File: config.mk
export PLATFORM = sky130hd
export DESIGN_NAME = traffic_phase_ctrl
export DESIGN_NICKNAME = d
export VERILOG_FILES = /design/src/rtl/traffic_pkg.sv /design/src/rtl/traffic_phase_ctrl_rr_next_dir.sv /design/src/rtl/traffic_phase_ctrl.sv
export SDC_FILE = /design/constraint.sdc
export NUM_CORES = 1
export LEC_CHECK = 0
export CELL_PAD_IN_SITES_DETAIL_PLACEMENT = 0
export CELL_PAD_IN_SITES_GLOBAL_PLACEMENT = 1
export CORE_MARGIN = 4
export CORE_UTILIZATION = 40
export CTS_CLUSTER_DIAMETER = 60
export CTS_CLUSTER_SIZE = 14
export DETAILED_ROUTE_END_ITERATION = 8
export GPL_TIMING_DRIVEN = 1
export PLACE_DENSITY_LB_ADDON = 0.25
export SYNTH_ARGS = -nofsm -noshare
export SYNTH_HDL_FRONTEND = slang
export SYNTH_SLANG_ARGS = --single-unit
File: constraint.sdc
create_clock -name i_clk -period 2.6 [get_ports i_clk]
set_input_delay 0.52 -clock i_clk [delete_from_list [all_inputs] [get_ports i_clk]]
set_output_delay 0.52 -clock i_clk [all_outputs]
set_load 0.005 [all_outputs]
File: src/rtl/traffic_pkg.sv
// traffic_pkg: shared types and default timing for the intersection
// phase controller.
//   phase_e         - controller state, encoding is also the o_phase output
//   DEF_*_CYC       - default phase lengths in enabled clock cycles
//   max3            - helper for sizing the phase timer
package traffic_pkg;

    typedef enum logic [1:0] {
        PH_ALL_RED = 2'd0,
        PH_GREEN   = 2'd1,
        PH_YELLOW  = 2'd2,
        PH_EMERG   = 2'd3
    } phase_e;

    localparam int DEF_N_DIR      = 4;
    localparam int DEF_GREEN_CYC  = 20;
    localparam int DEF_YELLOW_CYC = 4;
    localparam int DEF_ALLRED_CYC = 2;

    function automatic int max3(input int a, input int b, input int c);
        int m;
        m = (a > b) ? a : b;
        return (m > c) ? m : c;
    endfunction

endpackage

File: src/rtl/traffic_phase_ctrl_rr_next_dir.sv
// rr_next_dir: combinational round-robin search. Starting one past
// i_cur_dir and wrapping, returns the first approach with demand.
// The current approach itself is never selected.
//   i_cur_dir  - approach currently owning the green
//   i_demand   - per-approach demand, level
//   o_found    - some other approach has demand
//   o_next_dir - first demanding approach after i_cur_dir (i_cur_dir if none)
module rr_next_dir #(
    parameter  int N_DIR = 4,
    localparam int DIR_W = $clog2(N_DIR)
) (
    input  logic [DIR_W-1:0] i_cur_dir,
    input  logic [N_DIR-1:0] i_demand,
    output logic             o_found,
    output logic [DIR_W-1:0] o_next_dir
);

    always_comb begin
        int               idx;
        logic [DIR_W-1:0] w_idx;
        o_found    = 1'b0;
        o_next_dir = i_cur_dir;
        idx        = 0;
        w_idx      = '0;
        for (int i = 1; i < N_DIR; i++) begin
            idx   = (int'(i_cur_dir) + i) % N_DIR;
            w_idx = DIR_W'(idx);
            if (!o_found && i_demand[w_idx]) begin
                o_found    = 1'b1;
                o_next_dir = w_idx;
            end
        end
    end

endmodule

File: src/rtl/traffic_phase_ctrl.sv
// traffic_phase_ctrl: timed GREEN -> YELLOW -> ALL_RED sequencer over
// N_DIR approaches with demand skipping and emergency preemption.
//   i_clk, i_rst_n   - clock, synchronous active-low reset
//   i_en             - advance enable; low freezes timer and state
//   i_demand         - per-approach demand, level
//   i_emerg_req      - emergency request, level (acted on at its rising edge)
//   i_emerg_dir      - approach to serve on preemption
//   o_allow_norm     - one-hot green (GREEN/EMERG only)
//   o_allow_yellow   - one-hot yellow (YELLOW only)
//   o_cur_dir        - approach owning current/last green
//   o_emerg_active   - high in EMERG
//   o_phase          - encoded state (phase_e)
module traffic_phase_ctrl
    import traffic_pkg::*;
#(
    parameter  int N_DIR      = DEF_N_DIR,
    parameter  int GREEN_CYC  = DEF_GREEN_CYC,
    parameter  int YELLOW_CYC = DEF_YELLOW_CYC,
    parameter  int ALLRED_CYC = DEF_ALLRED_CYC,
    localparam int DIR_W      = $clog2(N_DIR)
) (
    input  logic             i_clk,
    input  logic             i_rst_n,
    input  logic             i_en,
    input  logic [N_DIR-1:0] i_demand,
    input  logic             i_emerg_req,
    input  logic [DIR_W-1:0] i_emerg_dir,
    output logic [N_DIR-1:0] o_allow_norm,
    output logic [N_DIR-1:0] o_allow_yellow,
    output logic [DIR_W-1:0] o_cur_dir,
    output logic             o_emerg_active,
    output logic [1:0]       o_phase
);

    localparam int TMR_W = $clog2(max3(GREEN_CYC, YELLOW_CYC, ALLRED_CYC) + 1);
    localparam logic [TMR_W-1:0] T_GREEN  = TMR_W'(GREEN_CYC - 1);
    localparam logic [TMR_W-1:0] T_YELLOW = TMR_W'(YELLOW_CYC - 1);
    localparam logic [TMR_W-1:0] T_ALLRED = TMR_W'(ALLRED_CYC - 1);

    phase_e           r_state;
    logic [TMR_W-1:0] r_timer;
    logic [DIR_W-1:0] r_nxt_dir;
    logic [DIR_W-1:0] r_e_dir;
    logic             r_req_d;
    logic             r_pend;

    logic             w_found;
    logic [DIR_W-1:0] w_next_dir;
    logic             w_rise;
    logic [DIR_W-1:0] w_edir_in;
    logic             w_pend;
    logic [DIR_W-1:0] w_edir;

    function automatic logic [N_DIR-1:0] f_onehot(input logic [DIR_W-1:0] d);
        return N_DIR'(1) << d;
    endfunction

    rr_next_dir #(.N_DIR(N_DIR)) u_rr (
        .i_cur_dir  (o_cur_dir),
        .i_demand   (i_demand),
        .o_found    (w_found),
        .o_next_dir (w_next_dir)
    );

    // Rising edge is tracked even while i_en is low so a request arriving
    // during a freeze is not lost; it is consumed once the FSM advances.
    assign w_rise    = i_emerg_req && !r_req_d;
    assign w_edir_in = ({1'b0, i_emerg_dir} >= (DIR_W+1)'(N_DIR)) ? '0 : i_emerg_dir;
    assign w_pend    = r_pend || w_rise;
    assign w_edir    = w_rise ? w_edir_in : r_e_dir;

    assign o_phase   = r_state;

    always_ff @(posedge i_clk) begin
        if (!i_rst_n) begin
            r_state        <= PH_ALL_RED;
            r_timer        <= T_ALLRED;
            o_cur_dir      <= '0;
            r_nxt_dir      <= '0;
            r_e_dir        <= '0;
            r_req_d        <= 1'b0;
            r_pend         <= 1'b0;
            o_allow_norm   <= '0;
            o_allow_yellow <= '0;
            o_emerg_active <= 1'b0;
        end else begin
            r_req_d <= i_emerg_req;
            if (w_rise) begin
                r_pend  <= 1'b1;
                r_e_dir <= w_edir_in;
            end
            if (i_en) begin
                case (r_state)
                    PH_ALL_RED: begin
                        if (r_timer == '0) begin
                            if (w_pend) begin
                                r_state        <= PH_EMERG;
                                r_pend         <= 1'b0;
                                r_timer        <= '0;
                                o_cur_dir      <= w_edir;
                                o_allow_norm   <= f_onehot(w_edir);
                                o_emerg_active <= 1'b1;
                            end else begin
                                r_state      <= PH_GREEN;
                                r_timer      <= T_GREEN;
                                o_cur_dir    <= r_nxt_dir;
                                o_allow_norm <= f_onehot(r_nxt_dir);
                            end
                        end else begin
                            r_timer <= r_timer - 1'b1;
                        end
                    end
                    PH_GREEN: begin
                        if (w_pend && (o_cur_dir == w_edir)) begin
                            // Already green on the emergency approach: no yellow.
                            r_state        <= PH_EMERG;
                            r_pend         <= 1'b0;
                            r_timer        <= '0;
                            o_emerg_active <= 1'b1;
                        end else if (w_pend || (r_timer == '0 && w_found)) begin
                            // Preemption truncates the green; pend stays set so
                            // ALL_RED exits into EMERG.
                            r_state        <= PH_YELLOW;
                            r_timer        <= T_YELLOW;
                            r_nxt_dir      <= w_pend ? w_edir : w_next_dir;
                            o_allow_norm   <= '0;
                            o_allow_yellow <= f_onehot(o_cur_dir);
                        end else if (r_timer == '0) begin
                            r_timer <= T_GREEN;   // hold-over, nobody else waiting
                        end else begin
                            r_timer <= r_timer - 1'b1;
                        end
                    end
                    PH_YELLOW: begin
                        if (r_timer == '0) begin
                            r_state        <= PH_ALL_RED;
                            r_timer        <= T_ALLRED;
                            o_allow_yellow <= '0;
                            if (w_pend) r_nxt_dir <= w_edir;
                        end else begin
                            r_timer <= r_timer - 1'b1;
                        end
                    end
                    PH_EMERG: begin
                        if (!i_emerg_req) begin
                            r_state        <= PH_YELLOW;
                            r_timer        <= T_YELLOW;
                            r_nxt_dir      <= w_found ? w_next_dir : o_cur_dir;
                            o_allow_norm   <= '0;
                            o_allow_yellow <= f_onehot(o_cur_dir);
                            o_emerg_active <= 1'b0;
                        end
                    end
                    default: begin
                        r_state        <= PH_ALL_RED;
                        r_timer        <= T_ALLRED;
                        o_allow_norm   <= '0;
                        o_allow_yellow <= '0;
                        o_emerg_active <= 1'b0;
                    end
                endcase
            end
        end
    end

endmodule

[Yosys cells after proc, flatten, opt, wreduce, memory -nomap -nowiden]
Cells that the tools add are included.
Storage, ports and cells
  register bits: 24
  latch bits: 0
  RAM bits: 0
  bits in read-only memories: 0
  input port bits: 10
  word-level logic and storage cells: 110
  memories: 0
Operators by class
  add/sub/neg operators: 4
  multiply operators: 0
  div/mod/pow operators: 0
  order comparisons: 3
  equality and inequality tests: 12
  shifts and indexed selects: 3
  muxes and demuxes: 58
  bitwise logic cells: 0
  reductions and logical operators: 20
Operators with widths (number)
  4-bit 2-to-1 mux: 9
  5-bit 2-to-1 mux: 7
  2-bit 2-to-1 mux: 17
  4-bit case mux with 3 select lines: 2
  5-bit case mux with 4 select lines: 1
  6-bit AND reduction: 3
  1-bit 2-to-1 mux: 15
  2-bit inequality test (second input constant): 7
  1-bit by 2-bit << shifter with 4-bit output (first input constant): 3
  2-bit by 3-bit less-than comparator with 1-bit output (second input constant): 3
  2-bit case mux with 4 select lines: 1
  1-bit binary-select mux with 2-bit select: 3
  2-bit case mux with 3 select lines: 1
  3-bit nonzero test: 2
  1-bit logical AND: 5
  5-bit zero test: 1
  5-bit AND reduction: 1
  5-bit by 1-bit subtractor with 5-bit output (second input constant): 1
  2-bit adder (second input constant): 2
  2-bit == test (second input constant): 2
  1-bit zero test: 3
  3-bit inequality test (second input constant): 1
  1-bit case mux with 3 select lines: 1
  3-bit AND reduction: 1
  other kinds (7): 8

[Logic depth before layout (Yosys ltp)]
  depth after elaboration: 15
  gate-level depth with buffers: 9
  mapped depth without buffers: 8

[Modules after synthesis]
A second synthesis with hierarchy kept.
Unflattened totals
  cells, all modules: 193
  area total of the unflattened synthesis: 1562.7 sq um
Modules (own cells, without submodules)
  traffic_phase_ctrl: times used 1, cells an instance 177, area an instance 1462.7 sq um, seq. area each 480.5 sq um
  rr_next_dir: times used 1, cells an instance 16, area an instance 100.1 sq um, seq. area each 0.0 sq um

[Least setup slack after synthesis]
OpenSTA, ideal clock, no wires.
  kind: register -> register
  start: register r_timer[0]
  end: register r_nxt_dir[0]
  library setup time: 0.134 ns
  arrival time: 2.104 ns
  required time: 2.466 ns
  path slack: 0.362 ns
  stages on the path, launching flop included: 9
  clock period less this slack: 2.238 ns
  cells stage by stage: dfxtp_1 -> inv_1 -> ha_1 -> or4b_1 -> clkbuf_2 -> o311a_4 -> a311oi_4 -> buf_6 -> a41oi_1
On the way
  cells in the longest elaborated chain, start to end: 5
  elaborated cells on any way between the ends: 6
  classes of those cells: 2 x eq/ne; 4 x reduce/logical
RTL lines
  start, declared: line traffic_phase_ctrl.sv:41  | logic [TMR_W-1:0] r_timer;
  start signal, assigned: line traffic_phase_ctrl.sv:110  | r_timer <= r_timer - 1'b1;
  start signal, assigned: line traffic_phase_ctrl.sv:131  | r_timer <= r_timer - 1'b1;
  start signal, assigned: line traffic_phase_ctrl.sv:141  | r_timer <= r_timer - 1'b1;
  5-bit zero test (*): line traffic_phase_ctrl.sv:120, traffic_phase_ctrl.sv:135
  1-bit logical AND: line traffic_phase_ctrl.sv:120  | end else if (w_pend || (r_timer == '0 && w_found)) begin
  1-bit logical OR: line traffic_phase_ctrl.sv:120
  2-bit inequality test (no source line)
  6-bit AND reduction (no source line) (*)
  end signal, assigned: line traffic_phase_ctrl.sv:125  | r_nxt_dir <= w_pend ? w_edir : w_next_dir;
  end signal, assigned: line traffic_phase_ctrl.sv:139  | if (w_pend) r_nxt_dir <= w_edir;
  end signal, assigned: line traffic_phase_ctrl.sv:148  | r_nxt_dir <= w_found ? w_next_dir : o_cur_dir;
  end, declared: line traffic_phase_ctrl.sv:42  | logic [DIR_W-1:0] r_nxt_dir;
Mark *: on every way between the ends. The rest lies on a longest branch, timed or not.
A chain may end at the register's enable or synchronous reset.

[Worst setup path in the final report]
  start: register r_timer[0]
  end: register o_allow_norm[2]
On the way
  cells in the longest elaborated chain, start to end: 5
  elaborated cells on any way between the ends: 6
  classes of those cells: 2 x eq/ne; 4 x reduce/logical
RTL lines
  5-bit zero test (*): line traffic_phase_ctrl.sv:95, traffic_phase_ctrl.sv:120
  1-bit logical AND: line traffic_phase_ctrl.sv:120
  1-bit logical OR: line traffic_phase_ctrl.sv:120
  2-bit inequality test (no source line)
  6-bit AND reduction (no source line) (*)
  end signal, assigned: line traffic_phase_ctrl.sv:101  | o_allow_norm <= f_onehot(w_edir);
  end signal, assigned: line traffic_phase_ctrl.sv:107  | o_allow_norm <= f_onehot(r_nxt_dir);
  end, declared: line traffic_phase_ctrl.sv:28  | output logic [N_DIR-1:0] o_allow_norm,
Marked as above.

==> results.cfg <==
[final_layout]
final_common_cell = dfxtp_1
area_delta_synth_final_pct = 26.2
drive_above_1_share_pct = 13.2
nNetsFinal = 266
final_area_um2 = 2100
mostFrequentLayoutCells = 24 x dfxtp_1, 22 x a21oi_1, 22 x clkdlybuf4s50_1
fillers = 406
stdcell_count = 300
n_antenna_cell = 0

[floorplanning]
boundaryPins = 23
core_area_um2 = 4000
die_x_um = 72.5
start_util_pct = 41.6
die_area_um2 = 5260
die_height_um = 72.5
num_rows = 23

[outcome]
status = finished, final reports clean

[place]
dp.cells = 296
placed_cell_area_um2 = 2030
port_buffers = 22
place_congestion = 0.881
hpwl_um = 3370
pre_cts_ws_ps = 32.7

[timing]
layout_worst_path_cycle_share_pct = 91.9
timing.final.hold_violations = 0
rsz0062_at_grt = false
max_freq_mhz = 418
maxSlewViolCount = 0
fin_crit_ps = 2390
finalWorstSetupSlack_ps = 210
slew_headroom_pct = 62.0
worst_pin_slew_ps = 570
finalSetupTns_ps = 0
setup_violations = 0
clock-skew-final_ps = 5.42

[clocking]
htree_levels = 1
cts_tree = done
cts.reportedPaths.clkPinSlew_ps = 90
clock_latency_ps = 270
cts_buffer_depth = 2
cts_setup_buffers = 0
clock_sinks = 24
cts_root_buf = clkbuf_8
holdBufCountCts = 0
cts_resized = 0
cts-buffers-inserted = 3

[logic_synthesis]
ys.warnings.count = 0
synth_area_leaders = dfxtp_1 29%, a21oi_1 6.6%, mux2i_1 6.0%
synth_seq_cells = 24
synth_top_area_share_pct = 28.9
syn_avg_cell_area_um2 = 7.67
ys.flop_type = dfxtp_1
netlist_area_um2 = 1660
yosysTopAreaCell = dfxtp_1
synth_cell_types = 49
synthCells = 217
synth_nets = 232
synth_edf_count = 0
synth_seq_area_share_pct = 28.9
async_reset_ff_share_pct = 0

[power]
pwr-share-clk_pct = 30.9
share_comb_of_total_power_pct = 29.8
vdd_drop_max_v = 0.000266
intPower_uw = 749
p_per_area_nw_per_um2 = 510
p_sw_uw = 324
swShare_pct = 30.2
p_seq_share_pct = 39.3
p_leak_nw = 0.743

[run]
maxCapViolCount = 0

[worst_hold_path]
hp-class = flip-flop to flip-flop

[grt]
grt_most_used_layer = met2
use_met3_pct = 3.19
antenna_found_initial = 0
grt_start_max_net_pins = 18
grt_use_met2_pct = 30.6
grt_pass1_wl_um = 7780
gr-usage-met1_pct = 24.7
grt.overflow.total = 0
grt.total_usage_pct = 18.3
grt_pass1_vias = 1616

[setup_path]
critical_path_class = flip-flop to flip-flop
cp.arrival_ps = 2590
crit_required_ps = 2800
end_kind = flip-flop
critPathSlowestCell = or4b_1
start_kind = flip-flop
crit_chain = inv_1 -> ha_1 -> or4b_1 -> o311a_4 -> nor2_1 -> o221a_2 -> mux2i_1
worst-path-buf-inv = 1
slowest_delay_ps = 500
crit_family = compound AO/OA/AOI/OAI gates
cp_max_fo = 4

[routing]
avgRoutedWirePerCell_um = 15.1
viasPerCell = 5.55
routed_wl_um = 4520
drt_iter0_drc = 150
postRouteAntennaNets = 0
drt_first_pass_iters = 4
drc_errors = 0
num_vias = 1665
per-layer routing:
metal  share of wire (%)  vias to the layer above
li1                    -                      860
met1                  48                      765
met2                  47                       36
met3                 4.7                        4
met4                0.80                        0
met5                   0                        -
worst register-to-register path, cell delays in order (launching register included):
cell and delay [ps]:
dfxtp_1 340, inv_1 120, ha_1 220, or4b_1 500, o311a_4 410, nor2_1 180, o221a_2 330, mux2i_1 220
sequential cells by signal, summed over array words and instances, names as in the netlist:
signal	flops
r_timer	5
r_req_d	1
r_nxt_dir	2
o_allow_norm	4
r_e_dir	2
r_pend	1
o_phase	2
o_allow_yellow	4
o_emerg_active	1
o_cur_dir	2
path summary, 6_finish.rpt:
check / start / endpoint / depth (start not counted) / slack [ps]
worst max-delay path: r_timer[0] / o_allow_norm[2] / 7 / 210
worst min-delay path: o_allow_norm[0] / o_allow_norm[0] / 2 / 460
worst max register to register: r_timer[0] / o_allow_norm[2] / 7 / 210
worst min register to register: o_allow_norm[0] / o_allow_norm[0] / 2 / 460
final cells by class:
| cell class | count | area [um2] | area share (%) |
|---|---|---|---|
| Sequential cell | 24 | 480 | 22.9 |
| Tap cell | 50 | 62.6 | 2.98 |
| Timing Repair Buffer | 42 | 370 | 17.6 |
| Multi-Input combinational cell | 172 | 1090 | 51.7 |
| Clock buffer | 3 | 41.3 | 1.97 |
| Inverter | 8 | 30.0 | 1.43 |
| Clock inverter | 1 | 30.0 | 1.43 |
synth_stat cells, types with 2 or more instances:
cell type	number
dfxtp_1	24
nand2_1	21
buf_4	2
nand2b_1	6
and2_1	4
ha_1	5
nand3_1	9
mux2i_1	10
buf_2	2
clkbuf_1	7
o21ai_0	19
a41oi_1	2
nand4_1	4
or3_1	3
nor3b_1	2
a221oi_1	2
a31oi_1	3
a2111oi_0	2
o22ai_1	3
nor2b_1	4
nand3b_1	2
o31ai_1	3
mux2_2	2
nor2_1	18
a21oi_1	22
nor3_1	6
inv_1	8
stage by stage:
step | total power [mW] | hold WS, ps | utilization (%)
3_3_place_gp | 0.747 | 445 | 50.7
3_5_place_dp | 0.745 | 453 | 50.7
5_1_grt | 1.14 | 496 | 52.5
4_1_cts | 1.08 | 470 | 52.5
6_report | 1.07 | 464 | 52.5
2_1_floorplan | 0.630 | 448 | -
cell families (layout without fill, tap and decap cells):
kind of cell               Yosys count  count (layout)  synth area share, %
muxes                               12              12                 7.37
DFF                                 24              24                 28.9
buffers and inverters               21              54                 5.86
xor gates and xnor gates             1               1                0.526
AOI/OAI and AO/OA                   69              69                 27.7
and+or+nand+nor                     85              85                 25.9
adders and majority gates            5               5                 3.76
power by group through the flow:
stage / Combinational [mW] / Clock, mW / Sequential (mW)
2_1_floorplan: 0.211 / 0 / 0.419
5_1_grt: 0.357 / 0.352 / 0.426
4_1_cts: 0.320 / 0.343 / 0.421
6_report: 0.320 / 0.332 / 0.421
3_3_place_gp: 0.318 / 0 / 0.429
3_5_place_dp: 0.316 / 0 / 0.429
No activity file was read; power rests on OpenSTA's default activity.
